<file path="src/rtl/tpm_cmd_pkg.sv">
// Shared TPM command-header constants, parser state encoding and tag helper.
package tpm_cmd_pkg;

    localparam logic [15:0] TPM_ST_NO_SESSIONS = 16'h8001;
    localparam logic [15:0] TPM_ST_SESSIONS    = 16'h8002;

    localparam logic [31:0] TPM_RC_SUCCESS      = 32'h0000_0000;
    localparam logic [31:0] TPM_RC_BAD_TAG      = 32'h0000_001E;
    localparam logic [31:0] TPM_RC_COMMAND_SIZE = 32'h0000_0142;

    // tag(2) + commandSize(4) + commandCode(4)
    localparam int unsigned HDR_LEN   = 10;
    // last byte that contributes to cmd_param; later bytes are drained
    localparam int unsigned PARAM_END = 15;

    typedef enum logic [3:0] {
        StIdle,
        StTag,
        StSize,
        StCode,
        StParam,
        StDrain,
        StIssue,
        StWaitAck,
        StErr
    } state_t;

    function automatic logic is_legal_tag(input logic [15:0] tag);
        return (tag == TPM_ST_NO_SESSIONS) || (tag == TPM_ST_SESSIONS);
    endfunction

endpackage

</file>
<file path="src/rtl/cmd_timeout_counter.sv">
// Inter-byte timeout counter: counts consecutive enabled cycles without an accepted byte.
// Only present when CMD_PARSER_TIMEOUT_EN is defined.
`ifdef CMD_PARSER_TIMEOUT_EN
module cmd_timeout_counter #(
    parameter int unsigned TIMEOUT_CYCLES = 50000000
) (
    input  logic i_clk,
    input  logic i_rst_n,
    input  logic i_enable,
    input  logic i_clear,
    output logic o_expired
);

    logic [31:0] r_count;

    // Expire on the TIMEOUT_CYCLES-th consecutive idle enabled cycle.
    assign o_expired = i_enable && !i_clear && (r_count == TIMEOUT_CYCLES - 1);

    // Count idle cycles; restart on any accepted byte or when not parsing.
    always_ff @(posedge i_clk or negedge i_rst_n) begin
        if (!i_rst_n) begin
            r_count <= 32'd0;
        end else if (!i_enable || i_clear) begin
            r_count <= 32'd0;
        end else begin
            r_count <= r_count + 32'd1;
        end
    end

endmodule
`endif

</file>
<file path="src/rtl/cmd_header_parser.sv">
// TPM command header parser: accepts a big-endian byte stream, validates tag and
// commandSize, captures commandCode and the first parameter bits, drains the rest,
// then strobes cmd_start_n and holds results until cmd_ack.
// Optional inter-byte timeout: define CMD_PARSER_TIMEOUT_EN.
module cmd_header_parser
    import tpm_cmd_pkg::*;
#(
    parameter int unsigned MAX_CMD_SIZE   = 4096,
    parameter int unsigned TIMEOUT_CYCLES = 50000000
) (
    input  logic        clock,
    input  logic        reset_n,
    input  logic        byte_valid,
    input  logic [7:0]  byte_data,
    output logic        byte_ready,
    input  logic [7:0]  locality_in,
    input  logic        cmd_ack,
    output logic [31:0] tpm_cc,
    output logic [32:0] cmd_param,
    output logic [7:0]  locality,
    output logic        cmd_start_n,
    output logic [31:0] hdr_rc,
    output logic        busy
);

    state_t      r_state;
    state_t      w_state_nxt;
    logic        r_live;
    logic [7:0]  r_tag_hi;
    logic [31:0] r_size;
    logic [23:0] r_code;
    logic [31:0] r_cnt;
    logic [31:0] r_tpm_cc;
    logic [32:0] r_param;
    logic [7:0]  r_loc;
    logic [31:0] r_rc;

    logic        w_rdy_state;
    logic        w_start_n;
    logic        w_busy;
    logic        w_accept;
    logic        w_timeout;
    logic [31:0] w_byte_num;
    logic [15:0] w_tag_full;
    logic [31:0] w_size_full;
    logic        w_size_bad;
    state_t      w_done_state;

    assign byte_ready  = r_live && w_rdy_state;
    assign cmd_start_n = w_start_n;
    assign busy        = w_busy;
    assign tpm_cc      = r_tpm_cc;
    assign cmd_param   = r_param;
    assign locality    = r_loc;
    assign hdr_rc      = r_rc;

    assign w_accept     = byte_valid && byte_ready;
    // 1-based index of the byte being accepted this cycle
    assign w_byte_num   = r_cnt + 32'd1;
    assign w_tag_full   = {r_tag_hi, byte_data};
    assign w_size_full  = {r_size[23:0], byte_data};
    assign w_size_bad   = (w_size_full < HDR_LEN) || (w_size_full > MAX_CMD_SIZE);
    // A bad tag lets the command run to its end, then reports instead of issuing
    assign w_done_state = (r_rc == TPM_RC_BAD_TAG) ? StErr : StIssue;

`ifdef CMD_PARSER_TIMEOUT_EN
    logic w_parsing;
    assign w_parsing = (r_state == StTag)   || (r_state == StSize) ||
                       (r_state == StCode)  || (r_state == StParam) ||
                       (r_state == StDrain);

    cmd_timeout_counter #(
        .TIMEOUT_CYCLES(TIMEOUT_CYCLES)
    ) u_timeout (
        .i_clk    (clock),
        .i_rst_n  (reset_n),
        .i_enable (w_parsing),
        .i_clear  (w_accept),
        .o_expired(w_timeout)
    );
`else
    assign w_timeout = 1'b0;
`endif

    // Byte-ready is held off until the first clock after reset release.
    always_ff @(posedge clock or negedge reset_n) begin
        if (!reset_n) begin
            r_live <= 1'b0;
        end else begin
            r_live <= 1'b1;
        end
    end

    // State register.
    always_ff @(posedge clock or negedge reset_n) begin
        if (!reset_n) begin
            r_state <= StIdle;
        end else begin
            r_state <= w_state_nxt;
        end
    end

    // Next-state and state-decoded outputs.
    always_comb begin
        w_state_nxt = r_state;
        w_rdy_state = 1'b0;
        w_start_n   = 1'b1;
        w_busy      = 1'b1;
        case (r_state)
            StIdle: begin
                w_busy      = 1'b0;
                w_rdy_state = 1'b1;
                if (w_accept) w_state_nxt = StTag;
            end
            StTag: begin
                w_rdy_state = 1'b1;
                if (w_accept) w_state_nxt = StSize;
            end
            StSize: begin
                w_rdy_state = 1'b1;
                if (w_accept && (r_cnt == 32'd5)) begin
                    w_state_nxt = w_size_bad ? StErr : StCode;
                end
            end
            StCode: begin
                w_rdy_state = 1'b1;
                if (w_accept && (r_cnt == 32'd9)) begin
                    w_state_nxt = (r_size == HDR_LEN) ? w_done_state : StParam;
                end
            end
            StParam: begin
                w_rdy_state = 1'b1;
                if (w_accept) begin
                    if (w_byte_num == r_size) begin
                        w_state_nxt = w_done_state;
                    end else if (w_byte_num == PARAM_END) begin
                        w_state_nxt = StDrain;
                    end
                end
            end
            StDrain: begin
                w_rdy_state = 1'b1;
                if (w_accept && (w_byte_num == r_size)) w_state_nxt = w_done_state;
            end
            StIssue: begin
                w_start_n   = 1'b0;
                w_state_nxt = StWaitAck;
            end
            StWaitAck, StErr: begin
                if (cmd_ack) w_state_nxt = StIdle;
            end
            default: begin
                w_state_nxt = StIdle;
            end
        endcase
        if (w_timeout) w_state_nxt = StErr;
    end

    // Header/parameter capture on each accepted byte.
    always_ff @(posedge clock or negedge reset_n) begin
        if (!reset_n) begin
            r_tag_hi <= 8'd0;
            r_size   <= 32'd0;
            r_code   <= 24'd0;
            r_cnt    <= 32'd0;
            r_tpm_cc <= 32'd0;
            r_param  <= 33'd0;
            r_loc    <= 8'd0;
            r_rc     <= TPM_RC_SUCCESS;
        end else begin
            if (w_accept) begin
                r_cnt <= (r_state == StIdle) ? 32'd1 : w_byte_num;
                case (r_state)
                    StIdle: begin
                        r_tag_hi <= byte_data;
                        r_param  <= 33'd0;
                        r_rc     <= TPM_RC_SUCCESS;
                        r_loc    <= locality_in;
                    end
                    StTag: begin
                        if (!is_legal_tag(w_tag_full)) r_rc <= TPM_RC_BAD_TAG;
                    end
                    StSize: begin
                        r_size <= w_size_full;
                        if ((r_cnt == 32'd5) && w_size_bad) r_rc <= TPM_RC_COMMAND_SIZE;
                    end
                    StCode: begin
                        r_code <= {r_code[15:0], byte_data};
                        if (r_cnt == 32'd9) r_tpm_cc <= {r_code, byte_data};
                    end
                    StParam: begin
                        // parameter bytes 1-4 fill [32:1]; byte 5 contributes bit 0 only
                        case (r_cnt)
                            32'd10:  r_param[32:25] <= byte_data;
                            32'd11:  r_param[24:17] <= byte_data;
                            32'd12:  r_param[16:9]  <= byte_data;
                            32'd13:  r_param[8:1]   <= byte_data;
                            default: r_param[0]     <= byte_data[0];
                        endcase
                    end
                    default: begin
                    end
                endcase
            end
            if (w_timeout) r_rc <= TPM_RC_COMMAND_SIZE;
        end
    end

endmodule

</file>
<file path="config.mk">
export PLATFORM = sky130hd
export DESIGN_NAME = cmd_header_parser
export DESIGN_NICKNAME = d
export VERILOG_FILES = /design/src/rtl/tpm_cmd_pkg.sv /design/src/rtl/cmd_timeout_counter.sv /design/src/rtl/cmd_header_parser.sv
export SDC_FILE = /design/constraint.sdc
export NUM_CORES = 1
export LEC_CHECK = 0
export CAP_MARGIN = 0
export CORE_ASPECT_RATIO = 0.8
export CORE_MARGIN = 2
export CORE_UTILIZATION = 40
export CTS_CLUSTER_SIZE = 20
export DETAILED_ROUTE_END_ITERATION = 8
export PLACE_DENSITY_LB_ADDON = 0.2
export RECOVER_POWER = 100
export SYNTH_ARGS = -nofsm -noshare
export SYNTH_HDL_FRONTEND = slang
export SYNTH_SLANG_ARGS = --single-unit
</file>
<file path="constraint.sdc">
create_clock -name clock -period 8.44 [get_ports clock]
set_clock_uncertainty 0.05 [all_clocks]
set_input_delay 0.844 -clock clock [delete_from_list [all_inputs] [get_ports clock]]
set_output_delay 0.844 -clock clock [all_outputs]
set_load 0.005 [all_outputs]
</file>
==> impl_metrics.ini <==
[worst_setup_path]
cp_slowest_cell = nor4_1
crit_arrival_ps = 4490
cp-end-kind = primary output
critPathTopFamily = buffers and inverters
cp.required_ps = 7550
startpoint_type = flop
crit_cells = 4
cpPeakStageDelay_ps = 1470
crit_buf_inv = 3
reg2reg_depth = 10
critPathKind = flop to primary output
path_cells = nor4_1 -> clkbuf_1 -> inv_1 -> dlygate4sd3_1
cp_max_fo = 17

[power]
p_int_mw = 1.445
power.switching_uw = 601.7
p_total_mw = 2.046
p_seq_frac = 0.449
p_comb_frac = 0.126
power.clock.fraction = 0.425
leakage_nw = 5.197
power_density_mw_per_mm2 = 186.1
p_sw_frac = 0.2940
peakVddDrop_mv = 0.1561

[timing]
max_freq_mhz = 185.8
finalSetupViolCount = 0
fin_setup_tns_ps = 0
post-route-period-util = 0.6377
min_period_ps = 5382
drv_slew = 143
rsz0062_at_grt = no
slew_headroom = -1.433
tightest_slew_ps = 3649
hold_viol = 0

[final_layout]
area_growth_pct = 18.17
drive_gt1_frac = 0.1545
n_antenna_cell = 0
nets = 996

[synth]
synth_warnings = 0
synth_top_area_cell = dfrtp_1
synth_top_area_share = 0.4760
syn_area_per_cell_sq_um = 10.21
synth_area_leaders = dfrtp_1, mux2_2, nand2_1, o21ai_0, xnor2_1
synth_top_flop_cell = dfrtp_1
synth_seq_cells = 177
ys_types = 70
synth-async-reset-ratio = 1.000
synth_edf_count = 0
ys_seq_area_frac = 0.4760
synth_cells = 911
synth_area_sq_mm = 0.009305

[placement]
place_hpwl_mm = 18.33
portBuffers = 101
globalplace.congestion = 0.9410

[global_route]
grt_max_degree = 113
antenna_found_initial = 0
grt_pass1_vias = 6917
grt_pass1_wl_mm = 41.37
grt_usage = 0.2194
grt-ovfl-total = 0

[cts]
cts_setup_buffers = 0
htreeDepth = 4
cts_sinks = 177
cts_buffers = 17
clk_pin_slew_worst_paths_ps = 70
cts-root-buf = clkbuf_16
worstSkewPairLatency_ps = 450
cts_resized = 0
cts_tree = built
hold_buffers = 0
cts_buffer_depth = 2

[die]
die-area_sq_mm = 0.02451
num_rows = 49
core_area_sq_mm = 0.02268
start_util = 0.4102
die_w_um = 174.5
pin_count = 128
dieHeight_um = 140.4

[routing]
viasPerCell = 5.608
drtIter0Drc = 699
drtAntennaViolNets = 0
via_count = 7234
drt_wl_total_mm = 26.05
drt-pass1-iter-count = 5
drc = 0
wl_per_cell_um = 20.19

[worst_hold_path]
worstHoldPathCells = 2
hold_path.class = flop to flop

[status]
violations = capacitance limit, slew limit
outcome = finished with violations

[job]
max_cap_viol_count = 4
logic make-up (layout without fill, tap and decap cells):
kind of cell    after synthesis  after routing  share of synthesized area
mux                         111            111                     0.1338
flops                       177            177                     0.4760
fa+ha+maj                     5              5                   0.006723
simple gates                287            287                     0.1579
xor+xnor                     56             56                    0.05419
buf+inv                     101            149                    0.05499
compound gates              172            172                     0.1156
other cells                   2             27                  0.0008071
Yosys cell counts, types with 3 or more instances:
cell	count
nor3_1	22
buf_4	31
buf_1	7
o21ai_0	78
nand3_1	21
o31ai_1	21
xor2_1	25
and2_1	3
and4_1	5
a21o_1	4
o221ai_1	3
nand3b_1	3
dfrtp_1	177
inv_1	9
clkbuf_1	40
nor4_1	22
and3_1	13
mux2i_1	4
o41ai_1	3
a211o_1	4
o22ai_1	3
or4_1	4
nand2b_1	3
mux2_2	105
nor2_1	35
a21oi_1	26
or3_1	5
nor4b_1	3
xnor2_1	30
ha_1	5
buf_2	13
o211ai_1	3
nand4_1	19
a31oi_1	6
nand2_1	110
registers in the layout, summed over array words and instances (netlist names), 4 cells and up:
signal / cells
r_state: 4
tpm_cc: 32
locality: 8
r_size: 32
r_tag_hi: 8
r_code: 24
cmd_param: 33
r_cnt: 32
cells in the final DEF, fill, tap and decap left out, types with 6 or more instances in the layout:
cell type | synthesis | routed
and3_1 | 13 | 13
nand2_1 | 110 | 110
dlygate4sd3_1 | 0 | 83
nor3_1 | 22 | 22
nand3_1 | 21 | 21
inv_1 | 9 | 9
o31ai_1 | 21 | 21
nand4_1 | 19 | 19
xor2_1 | 25 | 25
conb_1 | 2 | 27
clkbuf_16 | 0 | 17
mux2_2 | 105 | 105
xnor2_1 | 30 | 30
a21oi_1 | 26 | 26
nor4_1 | 22 | 22
clkdlybuf4s50_1 | 0 | 17
a31oi_1 | 6 | 6
dfrtp_1 | 177 | 177
o21ai_0 | 78 | 78
nor2_1 | 35 | 35
layout make-up:
class	instances	area [sq um]
Sequential cell	177	4429
Inverter	10	37.54
Clock buffer	18	439.2
Clock inverter	14	210.2
Fill cell	2099	11690
Tap cell	306	382.9
Timing Repair Buffer	107	1039
Multi-Input combinational cell	658	4458
power by group through the flow:
stage | logic, mW | clock network, mW | registers, mW
3_5_place_dp | 0.258 | 0 | 0.933
6_report | 0.259 | 0.869 | 0.919
5_1_grt | 0.290 | 0.927 | 0.926
3_3_place_gp | 0.261 | 0 | 0.932
2_1_floorplan | 0.205 | 0 | 0.895
4_1_cts | 0.259 | 0.886 | 0.917
metal layers:
metal  wire length [um]  GRT usage  vias to the layer above  part of all wire
met3               1988    0.05592                       31             0.076
met2              10810     0.2980                      291              0.41
met4                336    0.06140                        0             0.013
li1                   -          -                     3344                 -
met5                  0          0                        -                 0
met1              12920     0.3406                     3568              0.50
worst reg2reg max path, stage by stage, from the launching register on:
cell     delay [ps]
dfrtp_1         540
ha_1            420
nand3_1         460
nor4_1          910
nand3_1         370
xnor2_1         240
or4_1           500
nor4_1          350
nand4_2         230
a221o_1         480
mux2_1          340
final timing paths:
kind	start	to	slack, ps
worst min register to register	cmd_param[5]	cmd_param[5]	420
worst min-delay path	cmd_param[5]	cmd_param[5]	420
min in group asynchronous	reset_n	tpm_cc[22]	480
worst max-delay path	r_state[1]	busy	3060
max in group asynchronous	reset_n	r_cnt[10]	3860
worst max register to register	r_cnt[0]	r_state[1]	3430
through the flow:
stage / worst slack, ps / util / hold WS [ps] / instance area (sq um) / instances
final: 3058 / 0.4847 / 421.6 / 11000 / 1290
after global placement: 3677 / 0.4572 / 412.4 / 10370 / 1258
after global routing: 2780 / 0.4847 / 447.1 / 11000 / 1290
after floorplan: 4695 / - / 420.1 / 9399 / 936
after CTS: 3553 / 0.4858 / 435.3 / 11020 / 1290
after detailed placement: 3566 / 0.4572 / 419.0 / 10370 / 1258
(Power assumes the default switching activity.)
